[src/rtl/wb_write_queue.sv]
// In-order write-back queue feeding the 16x16 register file: one commit per cycle from the head,
// per-register pending mask for decode stalls. Optional WB_DROP_R0_EN discards writes to register 0.
module wb_write_queue #(
    parameter int DEPTH = 4,
    parameter int PTR_W = 2
) (
    input  logic        clk,
    input  logic        rst,
    input  logic        mem_valid,
    input  logic [3:0]  mem_dst,
    input  logic [15:0] mem_data,
    output logic        mem_ready,
    input  logic        alu_valid,
    input  logic [3:0]  alu_dst,
    input  logic [15:0] alu_data,
    output logic        alu_ready,
    output logic [3:0]  DstReg,
    output logic        WriteReg,
    output logic [15:0] DstData,
    output logic [15:0] pending,
    output logic [PTR_W:0] count
);
    localparam int CW = PTR_W + 1;

    logic [3:0]       dst_q  [DEPTH];
    logic [15:0]      data_q [DEPTH];
    logic [DEPTH-1:0] vld_q, vld_d;
    logic [PTR_W-1:0] rd_ptr_q, rd_ptr_d, wr_ptr_q, wr_ptr_d, alu_slot;
    logic [CW-1:0]    count_q, count_d, free;
    logic             pop, mem_acc, alu_acc, mem_store, alu_store;

    // Head always commits when present, so its slot counts as free this cycle.
    assign pop       = (count_q != '0);
    assign free      = CW'(DEPTH) - count_q + CW'(pop);
    assign mem_ready = (free >= CW'(1));
    assign alu_ready = (free >= CW'(2)) || ((free >= CW'(1)) && !mem_valid);
    assign mem_acc   = mem_valid && mem_ready;
    assign alu_acc   = alu_valid && alu_ready;

`ifdef WB_DROP_R0_EN
    assign mem_store = mem_acc && (mem_dst != 4'd0);
    assign alu_store = alu_acc && (alu_dst != 4'd0);
`else
    assign mem_store = mem_acc;
    assign alu_store = alu_acc;
`endif

    // mem is the older of two same-cycle entries, so alu lands one slot behind it.
    assign alu_slot = wr_ptr_q + PTR_W'(mem_store);

    always_comb begin
        vld_d    = vld_q;
        rd_ptr_d = rd_ptr_q;
        if (pop) begin
            vld_d[rd_ptr_q] = 1'b0;
            rd_ptr_d        = rd_ptr_q + PTR_W'(1);
        end
        if (mem_store) vld_d[wr_ptr_q] = 1'b1;
        if (alu_store) vld_d[alu_slot] = 1'b1;
        wr_ptr_d = wr_ptr_q + PTR_W'(mem_store) + PTR_W'(alu_store);
        count_d  = count_q + CW'(mem_store) + CW'(alu_store) - CW'(pop);
    end

    always_ff @(posedge clk) begin
        if (rst) begin
            vld_q    <= '0;
            rd_ptr_q <= '0;
            wr_ptr_q <= '0;
            count_q  <= '0;
        end else begin
            vld_q    <= vld_d;
            rd_ptr_q <= rd_ptr_d;
            wr_ptr_q <= wr_ptr_d;
            count_q  <= count_d;
        end
    end

    always_ff @(posedge clk) begin
        if (mem_store) begin
            dst_q[wr_ptr_q]  <= mem_dst;
            data_q[wr_ptr_q] <= mem_data;
        end
        if (alu_store) begin
            dst_q[alu_slot]  <= alu_dst;
            data_q[alu_slot] <= alu_data;
        end
    end

    always_comb begin
        pending = '0;
        for (int i = 0; i < DEPTH; i++)
            if (vld_q[i]) pending[dst_q[i]] = 1'b1;
    end

    assign WriteReg = pop;
    assign DstReg   = pop ? dst_q[rd_ptr_q]  : 4'd0;
    assign DstData  = pop ? data_q[rd_ptr_q] : 16'd0;
    assign count    = count_q;
endmodule

[config.mk]
export PLATFORM = sky130hd
export DESIGN_NAME = wb_write_queue
export DESIGN_NICKNAME = d
export VERILOG_FILES = /design/src/rtl/wb_write_queue.sv
export SDC_FILE = /design/constraint.sdc
export NUM_CORES = 1
export LEC_CHECK = 0
export BUFFER_PORTS_ARGS = -buffer_cell sky130_fd_sc_hd__buf_2
export CELL_PAD_IN_SITES_DETAIL_PLACEMENT = 2
export CELL_PAD_IN_SITES_GLOBAL_PLACEMENT = 2
export CORE_UTILIZATION = 43
export CTS_BUF_LIST = sky130_fd_sc_hd__clkbuf_2
export DETAILED_ROUTE_END_ITERATION = 8
export PLACE_DENSITY = 0.95
export REMOVE_ABC_BUFFERS = 1
export SYNTH_ARGS = -nofsm -noshare
export SYNTH_HDL_FRONTEND = slang
export SYNTH_SLANG_ARGS = --single-unit
[constraint.sdc]
create_clock -name clk -period 6.55 [get_ports clk]
set_input_delay 0.9825 -clock clk [delete_from_list [all_inputs] [get_ports clk]]
set_output_delay 0.9825 -clock clk [all_outputs]
set_load 0.005 [all_outputs]
==> results.tsv <==
stage	metric	value	unit
worst_setup_path	element type at the critical path end	flop	
worst_setup_path	Critical R2R Launch	count[2]	
place	buffers added on ports	85	
hold_path	Hold Path Class	flop to flop	
detailed_routing	DRC	0	
worst_setup_path	Worst Path Arrival	5.44	ns
cts	clk_lat worst skew	0.57	ns
hold_path	Worst Hold Path Cells	2	
global_route	vias in the first global route	4380	
detailed_routing	TritonRoute pass-1 iters	4	
place	RePlAce Congestion	0.852	
cts	Root Driver	clkbuf_2	
detailed_routing	Final ANT Viol Nets	0	
sta	Max Clock Freq	191	MHz
synth	mapped cell area	5400	sq um
cells_and_area	Fill cells	1213	
power_and_ir_drop	Worst VDD drop	0.000210	V
sta	Setup Skew	0.0198	ns
power_and_ir_drop	Leak Pwr	0.00225	uW
worst_setup_path	reg2reg end	data_q[2][15]	
cts	clock slew at reported path FFs	0.26	ns
synth	mean post-synth cell area	13.2	sq um
detailed_routing	violation count after the first detailed-route iteration	220	
floorplan	Die Ht	114	um
sta	Slew Limit Fails	0	
worst_setup_path	CP Class	flop to flop	
cells_and_area	Post-Layout Cell Count	656	
detailed_routing	Via Count	3854	
worst_setup_path	startpoint types	flop	
global_route	Congestion Overflow GR	0	
floorplan	Core Footprint	12100	sq um
cts	TritonCTS buffer count	9	
hold_path	Hold Path Sink	vld_q[1]	
cts	H-tree Lvls	3	
place	Inst Count DP	640	
sta	Hold Violations, Final	0	
detailed_routing	drt wl/cell	25.4	um
cts	setup bufs post-CTS	0	
cells_and_area	share of cells above drive strength 1	0.427	
global_route	Overall Global Routing Usage	0.271	
flow_run	Max Cap Violations	0	
worst_setup_path	R2R setup slack	1.32	ns
worst_setup_path	CP required	6.76	ns
cts	CTS tree	yes	
floorplan	Die W	114	um
cells_and_area	area growth from synthesis to final layout	12.2	%
synth	Top FF cell, synth	edfxtp_1	
synth	sequential area share after synthesis	0.494	
hold_path	startpoint of the worst hold path	vld_q[1]	
detailed_routing	overall routed net length	16.6	mm
cts	cts repair resizes	0	
worst_setup_path	slowest cell on the critical path	nand2_1	
floorplan	Initial Util	0.445	
sta	Period minus WS final	5.23	ns
worst_setup_path	worst reg2reg path depth	14	
synth	async set-reset flop share out of synthesis	0	
synth	Synth area leaders	edfxtp_1 (45%), mux2_2 (17%), mux4_2 (8.3%)	
floorplan	die area	13000	sq um
synth	Cells after Synth	410	
cts	cts hold-fix bufs	0	
synth	Synth Register Bits	93	
cells_and_area	nets@finish	538	
global_route	largest net degree at the start of global routing	30	
sta	relative slew slack	0.186	
synth	Netlist cell types	45	
synth	top cells by count, synth	edfxtp_1 (80), mux2_2 (80), nand2_1 (38), and2_1 (22), mux4_2 (20)	
floorplan	Core Rows	40	
worst_setup_path	Critical Path, Cell by Cell	or3_1 > inv_1 > ha_1 > inv_1 > ha_1 > xnor2_2 > nand2_1 > nand2_1 > inv_1 > ha_1 > nand2b_1 > a211oi_1 > o21ai_0 > nand2_1	
cts	Max clock buf depth	2	
synth	Synth area leader	edfxtp_1	
sta	period utilisation layout	0.799	
worst_setup_path	CP max FO	29	
global_route	global-route wire length before repair	25.7	mm
power_and_ir_drop	Power Density	476	nW/um^2
floorplan	# IOs	86	
global_route	antenna violations before repair	1	
sta	RSZ-0062 raised after global routing	no	
sta	Slew @ Worst Pin	1.22	ns
sta	# setup viols final	0	
worst_setup_path	crit-path max cell delay	0.93	ns
detailed_routing	DR vias/cell	5.88	
place	Post-DP HPWL	11.7	mm
sta	total negative slack	0	ns
cts	CTS Sinks	93	
synth	Syn. warnings	0	
synth	Post-synth EDFFs	80	
synth	Yosys top cell area share	0.445	
outcome	outcome	completed	
[worst max-delay path: cells and delay by family, from the launching register on]
kind | cells | cell delay (ns)
DFF | 1 | 0.43
adders and majority gates | 3 | 0.70
xor gates and xnor gates | 1 | 0.48
and+or+nand+nor | 5 | 2.33
buffers and inverters | 3 | 0.41
AOI/OAI and AO/OA | 2 | 0.51
[metal layers]
layer / track usage / share of wire
met1: 0.319 / 0.41
met2: 0.488 / 0.54
met3: 0.0452 / 0.037
met4: 0.113 / 0.022
met5: 0 / 0
[cells by family (layout without fill, tap and decap cells)]
group                    after synthesis  in the layout  synth area share
flip-flops                            93             93             0.494
other                                  0              1                 0
adder cells (fa/ha/maj)               11             11            0.0283
buffers and inverters                 35            112            0.0341
multiplexers                         100            100             0.250
AND/OR/NAND/NOR                      120            120             0.117
XOR/XNOR                               6              6            0.0111
AO/OA/AOI/OAI                         45             45            0.0654
[worst max-delay path by stage]
stage | startpoint | endpoint | cells after the start
after CTS | count[2] | data_q[2][0] | 14
after global placement | count[2] | data_q[2][2] | 14
after floorplan | count[2] | data_q[2][0] | 14
after global routing | count[2] | data_q[2][0] | 14
after detailed placement | count[2] | data_q[2][13] | 14
final | count[2] | data_q[2][15] | 14
[registers in the layout (all words and copies together), names as in the netlist, named ones only]
| signal | flops |
|---|---|
| dst_q | 16 |
| wr_ptr_q | 2 |
| rd_ptr_q | 2 |
| count | 3 |
| data_q | 64 |
| vld_q | 4 |
[final cells by class]
class / instances / area [sq um] / share of cell area
sequential: 93 / 2660 / 0.440
multi-input combinational: 282 / 2550 / 0.421
timing repair buffer: 86 / 433 / 0.0715
tap: 168 / 210 / 0.0347
clock inverter: 6 / 111 / 0.0184
clock buffer: 9 / 45.0 / 0.00744
inverter: 11 / 41.3 / 0.00682
antenna: 1 / 2.50 / 0.000413
[cells in the final DEF, fill, tap and decap left out, drive strengths merged, types with 2 or more instances in the layout]
cell type	synthesis	layout
a21oi	9	9
nor3	2	2
nand2	38	38
and3	2	2
or3b	2	2
nor2	14	14
nor3b	5	5
edfxtp	80	80
mux2	80	80
buf	14	86
a22oi	3	3
nand4	3	3
o221ai	4	4
a31oi	4	4
a32oi	4	4
or2	2	2
o22ai	3	3
clkinv	0	2
inv	11	12
fa	2	2
clkbuf	10	9
dfxtp	13	13
o32ai	2	2
bufinv	0	3
nand3b	4	4
ha	9	9
mux4	20	20
and3b	2	2
nor2b	10	10
a221o	5	5
xnor2	5	5
nand2b	6	6
and2	22	22
or3	2	2
a211oi	2	2
nand3	6	6
o21ai	3	3
o21bai	2	2
[stage by stage]
step / power [uW] / hold WS [ns] / utilization / setup WS, ns / area, sq um
floorplan: 1950 / 0.471 / - / 2.64 / 5250
global placement: 2410 / 0.513 / 0.487 / 1.82 / 5900
detailed placement: 2520 / 0.546 / 0.487 / 1.40 / 5900
CTS: 2900 / 0.582 / 0.500 / 1.35 / 6050
global route: 3040 / 0.606 / 0.500 / 1.09 / 6050
finish: 2880 / 0.579 / 0.500 / 1.32 / 6050
[where the power goes]
| group | switching (uW) | internal (uW) |
|---|---|---|
| clock | 201 | 163 |
| sequential | 194 | 941 |
| combinational | 744 | 636 |
Note: power is estimated with default switching activity, not from simulation.
